`src/rtl/mire_pkg.sv`:
```
// Shared types and Wishbone constants for the frame-buffer test-pattern writer.
package mire_pkg;

    typedef enum logic [1:0] {
        IDLE = 2'd0,
        REQ  = 2'd1,
        GAP  = 2'd2,
        DONE = 2'd3
    } state_t;

    localparam logic [2:0]  WB_CTI_CLASSIC = 3'b000;
    localparam logic [1:0]  WB_BTE_LINEAR  = 2'b00;
    localparam logic [23:0] GRID_COLOUR    = 24'hFFFFFF;

endpackage

```
`src/rtl/mire_pixel_gen.sv`:
```
// Combinational test-pattern colour: white grid every STRIPE pixels,
// otherwise a colour built from frame number and pixel coordinates.
module mire_pixel_gen
    import mire_pkg::*;
#(
    parameter int XW     = 10,
    parameter int YW     = 9,
    parameter int STRIPE = 16
) (
    input  logic [XW-1:0] x,
    input  logic [YW-1:0] y,
    input  logic [7:0]    frame_lsb,
    output logic [31:0]   pixel
);

    localparam logic [31:0] STRIPE_MASK = 32'(STRIPE - 1);

    logic [31:0] x32;
    logic [31:0] y32;
    logic        on_grid;

    assign x32 = 32'(x);
    assign y32 = 32'(y);

    // STRIPE is a power of two, so the modulo reduces to a mask
    assign on_grid = ((x32 & STRIPE_MASK) == 32'd0) || ((y32 & STRIPE_MASK) == 32'd0);

    assign pixel = on_grid ? {8'h00, GRID_COLOUR}
                           : {8'h00, frame_lsb, x32[7:0], y32[7:0]};

endmodule

```
`src/rtl/wshb_mire_writer.sv`:
```
// Wishbone classic-cycle initiator that writes the mire test pattern into the
// SDRAM frame buffer, one pixel per write, refilling frames while enabled.
//
// state | meaning
// IDLE  | waiting for enable with no latched error
// REQ   | cyc/stb asserted for the current pixel, waiting for ack/rty/err
// GAP   | cyc released for one cycle (burst limit reached or retry)
// DONE  | last pixel acked; frame_done pulse
module wshb_mire_writer
    import mire_pkg::*;
#(
    parameter int          HDISP     = 800,
    parameter int          VDISP     = 480,
    parameter logic [31:0] BASE_ADR  = 32'h0,
    parameter int          STRIPE    = 16,
    parameter int          BURST_MAX = 64
) (
    input  logic        sys_clk,
    input  logic        sys_rst,
    input  logic        enable,
    output logic [31:0] adr,
    output logic [31:0] dat_ms,
    output logic        we,
    output logic [3:0]  sel,
    output logic        stb,
    output logic        cyc,
    output logic [2:0]  cti,
    output logic [1:0]  bte,
    input  logic        ack,
    input  logic        err,
    input  logic        rty,
    output logic        busy,
    output logic        frame_done,
    output logic        err_flag,
    output logic [15:0] frame_cnt
);

    localparam int XW = (HDISP > 1) ? $clog2(HDISP) : 1;
    localparam int YW = (VDISP > 1) ? $clog2(VDISP) : 1;
    localparam int BW = $clog2(BURST_MAX + 1);

    localparam logic [XW-1:0] X_LAST = XW'(HDISP - 1);
    localparam logic [YW-1:0] Y_LAST = YW'(VDISP - 1);
    localparam logic [BW-1:0] B_LAST = BW'(BURST_MAX - 1);

    state_t        state, state_nxt;
    logic [XW-1:0] x, x_nxt;
    logic [YW-1:0] y, y_nxt;
    logic [31:0]   adr_r, adr_nxt;
    logic [BW-1:0] burst_cnt, burst_nxt;
    logic          err_nxt;
    logic [15:0]   fcnt_nxt;
    logic [31:0]   pixel;
    logic          req;

    always_ff @(posedge sys_clk or posedge sys_rst) begin
        if (sys_rst) begin
            state     <= IDLE;
            x         <= '0;
            y         <= '0;
            adr_r     <= BASE_ADR;
            burst_cnt <= '0;
            err_flag  <= 1'b0;
            frame_cnt <= 16'd0;
        end else begin
            state     <= state_nxt;
            x         <= x_nxt;
            y         <= y_nxt;
            adr_r     <= adr_nxt;
            burst_cnt <= burst_nxt;
            err_flag  <= err_nxt;
            frame_cnt <= fcnt_nxt;
        end
    end

    always_comb begin
        state_nxt = state;
        x_nxt     = x;
        y_nxt     = y;
        adr_nxt   = adr_r;
        burst_nxt = burst_cnt;
        err_nxt   = err_flag;
        fcnt_nxt  = frame_cnt;
        case (state)
            IDLE: begin
                if (enable && !err_flag) begin
                    state_nxt = REQ;
                    x_nxt     = '0;
                    y_nxt     = '0;
                    adr_nxt   = BASE_ADR;
                    burst_nxt = '0;
                end
            end
            REQ: begin
                // ack wins over rty, rty over err
                if (ack) begin
                    if (x == X_LAST && y == Y_LAST) begin
                        state_nxt = DONE;
                        fcnt_nxt  = frame_cnt + 16'd1;
                    end else begin
                        adr_nxt = adr_r + 32'd4;
                        if (x == X_LAST) begin
                            x_nxt = '0;
                            y_nxt = y + 1'b1;
                        end else begin
                            x_nxt = x + 1'b1;
                        end
                        if (burst_cnt == B_LAST) begin
                            state_nxt = GAP;
                            burst_nxt = '0;
                        end else begin
                            burst_nxt = burst_cnt + 1'b1;
                        end
                    end
                end else if (rty) begin
                    state_nxt = GAP;
                    burst_nxt = '0;
                end else if (err) begin
                    state_nxt = IDLE;
                    err_nxt   = 1'b1;
                end
            end
            GAP:     state_nxt = REQ;
            DONE:    state_nxt = IDLE;
            default: state_nxt = IDLE;
        endcase
    end

    mire_pixel_gen #(
        .XW     (XW),
        .YW     (YW),
        .STRIPE (STRIPE)
    ) u_pixel_gen (
        .x         (x),
        .y         (y),
        .frame_lsb (frame_cnt[7:0]),
        .pixel     (pixel)
    );

    assign req        = (state == REQ);
    assign cyc        = req;
    assign stb        = req;
    assign we         = req;
    assign sel        = req ? 4'hF : 4'h0;
    assign adr        = req ? adr_r : 32'd0;
    assign dat_ms     = req ? pixel : 32'd0;
    assign cti        = WB_CTI_CLASSIC;
    assign bte        = WB_BTE_LINEAR;
    assign busy       = (state != IDLE);
    assign frame_done = (state == DONE);

endmodule

```
`config.mk`:
```
export PLATFORM = sky130hd
export DESIGN_NAME = wshb_mire_writer
export DESIGN_NICKNAME = d
export VERILOG_FILES = /design/src/rtl/mire_pkg.sv /design/src/rtl/mire_pixel_gen.sv /design/src/rtl/wshb_mire_writer.sv
export SDC_FILE = /design/constraint.sdc
export NUM_CORES = 1
export LEC_CHECK = 0
export ABC_AREA = 1
export CORE_MARGIN = 4
export CORE_UTILIZATION = 58
export CTS_CLUSTER_DIAMETER = 120
export CTS_CLUSTER_SIZE = 30
export DETAILED_ROUTE_END_ITERATION = 7
export MAX_ROUTING_LAYER = met4
export PLACE_DENSITY = 0.95
export SLEW_MARGIN = 20
export SYNTH_ARGS = -nofsm -noshare
export SYNTH_HDL_FRONTEND = slang
export SYNTH_SLANG_ARGS = --single-unit
export TNS_END_PERCENT = 30
```
`constraint.sdc`:
```
create_clock -name sys_clk -period 3.7 [get_ports sys_clk]
set_input_delay 0.74 -clock sys_clk [delete_from_list [all_inputs] [get_ports sys_clk]]
set_output_delay 0.74 -clock sys_clk [all_outputs]
set_load 0.03 [all_outputs]
```
=== After elaboration in Yosys (flattened, before gate mapping) ===
Index checks and enable logic that the tools add are counted.

* Flip-flop bits (word level): 77
* Output and inout bits: 95

* Add/subtract/negate cells: 5
* Eq/ne operators: 14
* Bitwise operators: 2
* Multiplexer cells: 31
* Reduce and logical (&&, ||, !) cells: 15

{| class="wikitable"
|+ Operator list
! cell !! number
|-
| $mux W32 || 5
|-
| $logic_not A32 Y1 || 2
|-
| $pmux W32 S2 || 1
|-
| $mux W10 || 4
|-
| $mux W9 || 4
|-
| $mux W7 || 5
|-
| $add A32 B3 Y32 const B || 1
|-
| $mux W24 || 1
|-
| $pmux W10 S2 || 1
|-
| $pmux W9 S2 || 1
|-
| $add A16 B1 Y16 const B || 1
|-
| $pmux W7 S2 || 1
|-
| $mux W2 || 6
|-
| $reduce_and A4 Y1 || 3
|-
| $add A10 B1 Y10 const B || 1
|-
| $eq A10 B10 Y1 const B || 1
|-
| $add A9 B1 Y9 const B || 1
|-
| $eq A9 B9 Y1 const B || 1
|-
| $pmux W2 S4 || 1
|-
| $add A7 B1 Y7 const B || 1
|-
| $eq A7 B6 Y1 const B || 1
|-
| $ne A2 B2 Y1 const B || 3
|-
| $ne A3 B3 Y1 const B || 2
|-
| $reduce_and A3 Y1 || 2
|-
| other kinds (13) || 17
|}

=== Depth between registers and ports, before layout ===
* Depth in word-level cells: 5
* Mapped depth: 11
* Mapped depth without buffers: 11

=== Hierarchy ===
From an unflattened synthesis, not the netlist that was laid out.

* Cell total of the unflattened synthesis: 881
* Area, all modules: 5681.7 µm²

{| class="wikitable"
|+ Modules (own cells, without submodules)
! module !! sequential area each (µm²) !! area an instance (µm²) !! cells an instance !! instances
|-
| wshb_mire_writer || 1876.8 || 5285.1 || 814 || 1
|-
| mire_pixel_gen || 0.0 || 396.6 || 67 || 1
|}

=== Least setup slack after synthesis ===
OpenSTA, ideal clock, no wires.

* Kind: register to output
* Start point: reg state[1]
* End point: out dat_ms[14]
* Path slack: 1.326 ns
* Path buffers: 1
* Required time: 2.960 ns
* Cell stages (with the launch flop): 5
* Data arrival time: 1.634 ns
* Cell sequence: dfrtp_1 nor2_8 clkbuf_1 o21ai_0 inv_1

* Word-level cells in the longest chain between the ends: 2

{| class="wikitable"
|+ Ends and longest elaborated chain
! element !! RTL line !! source
|-
| from (decl) || wshb_mire_writer.sv:46 || <nowiki>state_t state, state_nxt;</nowiki>
|-
| from (signal assigned) || wshb_mire_writer.sv:66 || <nowiki>state <= state_nxt;</nowiki>
|-
| $eq A2 B1 Y1 || wshb_mire_writer.sv:140 || <nowiki>assign req = (state == REQ);</nowiki>
|-
| net cyc || wshb_mire_writer.sv:26 || <nowiki>output logic cyc,</nowiki>
|-
| $mux W32 || wshb_mire_writer.sv:146 || <nowiki>assign dat_ms = req ? pixel : 32'd0;</nowiki>
|-
| to (decl) || wshb_mire_writer.sv:22 || <nowiki>output logic [31:0] dat_ms,</nowiki>
|}

The timed path passes the listed nets, and every way through them passes these cells.

=== Worst setup path in the final report ===
* Start point: reg state[1]
* End point: out adr[20]

* Word-level cells in the longest chain between the ends: 2

{| class="wikitable"
|+ Ends and longest elaborated chain
! element !! RTL line !! source
|-
| $eq A2 B1 Y1 || wshb_mire_writer.sv:140 ||
|-
| $mux W32 || wshb_mire_writer.sv:145 || <nowiki>assign adr = req ? adr_r : 32'd0;</nowiki>
|-
| to (decl) || wshb_mire_writer.sv:21 || <nowiki>output logic [31:0] adr,</nowiki>
|}

Every way passes these cells.

==> run metrics <==
status finished, final reports clean; final WL 13,400 µm; WL per Instance 13.8 µm; layout cells sized above 1 0.105; n_diodes 0; Via density 5.37; Slew Limit Fails 0; clk_lat worst skew 0.37 ns; CTS tree yes; cells along the critical path nor2_8 -> inv_2 -> nor2_1 -> clkdlybuf4s50_1; # nets final 862; Unique masters post-synth 35; HPWL after DPL 9670 µm; CP required 2.96 ns; WL met2 6460 µm; Sink Count 75; Final Hold Violating Endpoints 0; Pre-Repair DR Iteration Count 5; crit-path max cell delay 0.72 ns; synthesis warning total 0; Initial Utilization 0.592; CP startpoint kind flip-flop; Max Clock Skew 0.0179 ns; postcts setup bufs 0; CP delay by family, top buffers and inverters; Metal-1 WL 5690 µm; setup violators final 0; cell area after synthesis 5420 µm²; Top Ports 101; critical path class flip-flop to output pin; FMAX 0.303 GHz; Max Cap Viol 0; Setup crit end kind output pin; Die ar. 11,000 µm²; pin count of the biggest net entering global routing 38; setup ws final 0.399 ns; FF+latch count, synth 75; num rows 35; VDD IR-drop max 159 µV; clk buf depth 2; initial antenna violation count 0; TNS Setup 0 ns; drt drc 0; Period minus WS final 3.30 ns; area grow syn2layout 17.7%; Die H 105 µm; Die Wd 105 µm; DP Worst Slack 0.785 ns; crit path max fanout 37; RSZ-0062 raised after global routing false; starting DRC count in detailed routing 376; fin crit share 0.892; Post-synth ARST share 1.00; CP max-delay cell clkdlybuf4s50_1; clock slew at reported path FFs 0.08 ns; Mapped Avg Cell Area 7.01 µm²; Lkg Pwr 3.05 nW; Fillers 699; Hold Path Depth 2; CTS Hold Bufs 0; worst-case hold path end point burst_cnt[6]; reg2reg end y[8]; Core Area 9150 µm²; Cells after Synth 774; Resized Gates After CTS 0; Post-synth EDFFs 0; DR top layer met4; Placer Congestion 0.989; power density cells 240 nW/µm²; crit path buf inv count 2; Root Driver clkbuf_8; Rel. slew slack 0.570; reg2reg path depth 9; IO buf count 85; Hold WC Path Type flip-flop to flip-flop; Post-DRT Antenna Nets 0; Worst Tran Pin Value 0.644 ns; arrival time at the worst endpoint 2.56 ns; CTS H-tree depth 3; Worst Setup SP state[1]; Num CTS Buffers 9; sequential area share after synthesis 0.346; Worst Hold Launch burst_cnt[6]; routed length on met3 827 µm; gr usage total 0.262; GRT overflow 0; Synth Flop Type dfrtp_1; worst r2r src state[1]; Vias 5,178; vias in the first global route 5,034; R2R Setup Slk 1.39 ns; first-pass GRT wire length 23,000 µm
[flip-flops by register name (all words and copies together), names as in the netlist]
signal	cells
frame_cnt	16
adr_r	30
err_flag	1
x	10
y	9
state	2
burst_cnt	7
[tightest hold or removal path: stages, from the launching register on]
cell	delay [ns]
dfrtp_1	0.33
inv_1	0.05
a21oi_2	0.09
[Yosys cell counts, types with 3 or more instances]
master	number	share of area
nand2_1	195	0.13
nor2_1	111	0.077
inv_1	108	0.075
dfrtp_1	75	0.35
nand3_1	47	0.043
o21ai_0	46	0.042
xor2_1	35	0.057
nand2_2	24	0.028
o21ai_2	22	0.036
buf_4	21	0.029
nand4_1	14	0.016
clkbuf_1	9	0.0062
nor3_1	9	0.0083
ha_1	7	0.016
o22ai_1	7	0.0081
inv_2	5	0.0035
a21oi_1	4	0.0037
buf_12	4	0.015
buf_6	3	0.0062
nand2_4	3	0.0062
or2_2	3	0.0035
[layout by cell type, fill, tap and decap left out, types with 2 or more instances in the layout]
master,synthesis,final
nand4_1,14,14
nand3_2,2,2
clkinv_1,2,2
clkdlybuf4s50_1,0,85
inv_1,108,107
nor2_8,2,2
clkbuf_8,0,9
inv_2,5,6
clkinv_4,0,3
conb_1,1,15
ha_1,7,7
nor2_4,2,2
nor3_1,9,9
xor2_1,35,35
xnor2_1,2,2
or2_2,3,3
nand2_2,24,24
buf_4,21,5
a21oi_1,4,4
nand2_4,3,3
o21ai_2,22,22
dfrtp_1,75,75
nand2_1,195,195
o21ai_1,2,2
nor2_1,111,111
nand3_4,2,2
nand3_1,47,47
o22ai_1,7,7
o21ai_0,46,46
[metrics by stage]
step	instance area, µm²	power (mW)	cells	utilization	hold slack [ns]
finish	6380	1.53	965	0.697	0.503
global route	6380	1.57	965	0.697	0.519
CTS	6380	1.53	965	0.697	0.503
detailed placement	6180	0.888	949	0.675	0.485
global placement	6180	0.887	949	0.675	0.480
floorplan	5480	0.886	788	-	0.464
[where the power goes]
part | switching [mW] | total (mW) | internal (mW)
clock network | 0.346 | 0.662 | 0.316
logic | 0.0411 | 0.0493 | 0.00821
registers | 0.000907 | 0.821 | 0.820
total | 0.388 | 1.53 | 1.14
[area by class of cell]
| type | instances | area [µm²] | share of cell area |
|---|---|---|---|
| Clock inverter | 7 | 77.6 | 0.0122 |
| Clock buffer | 9 | 124 | 0.0194 |
| Tap cell | 111 | 139 | 0.0218 |
| Inverter | 115 | 432 | 0.0676 |
| Sequential cell | 75 | 1880 | 0.294 |
| Multi-Input combinational cell | 558 | 2850 | 0.446 |
| Timing Repair Buffer | 90 | 888 | 0.139 |
[cells by family after synthesis]
family / Yosys count / share of synthesized area
flip-flops: 75 / 0.346
buffers and inverters: 155 / 0.139
adder cells (fa/ha/maj): 7 / 0.0162
AND/OR/NAND/NOR: 417 / 0.345
AO/OA/AOI/OAI: 82 / 0.0932
XOR/XNOR: 37 / 0.0598
other: 1 / 0.000692
[routing by layer]
metal	up-vias	global-route usage
met5	-	-
met4	0	0.105
met3	36	0.0463
met2	195	0.429
met1	2422	0.324
li1	2525	-
[worst max path at each step]
stage / endpoint / depth (start not counted)
after CTS: adr[20] / 4
after floorplan: adr_r[10] / 1
final: adr[20] / 4
after detailed placement: adr[20] / 4
after global routing: dat_ms[5] / 7
after global placement: dat_ms[10] / 7
Note: power is estimated with default switching activity, not from simulation.
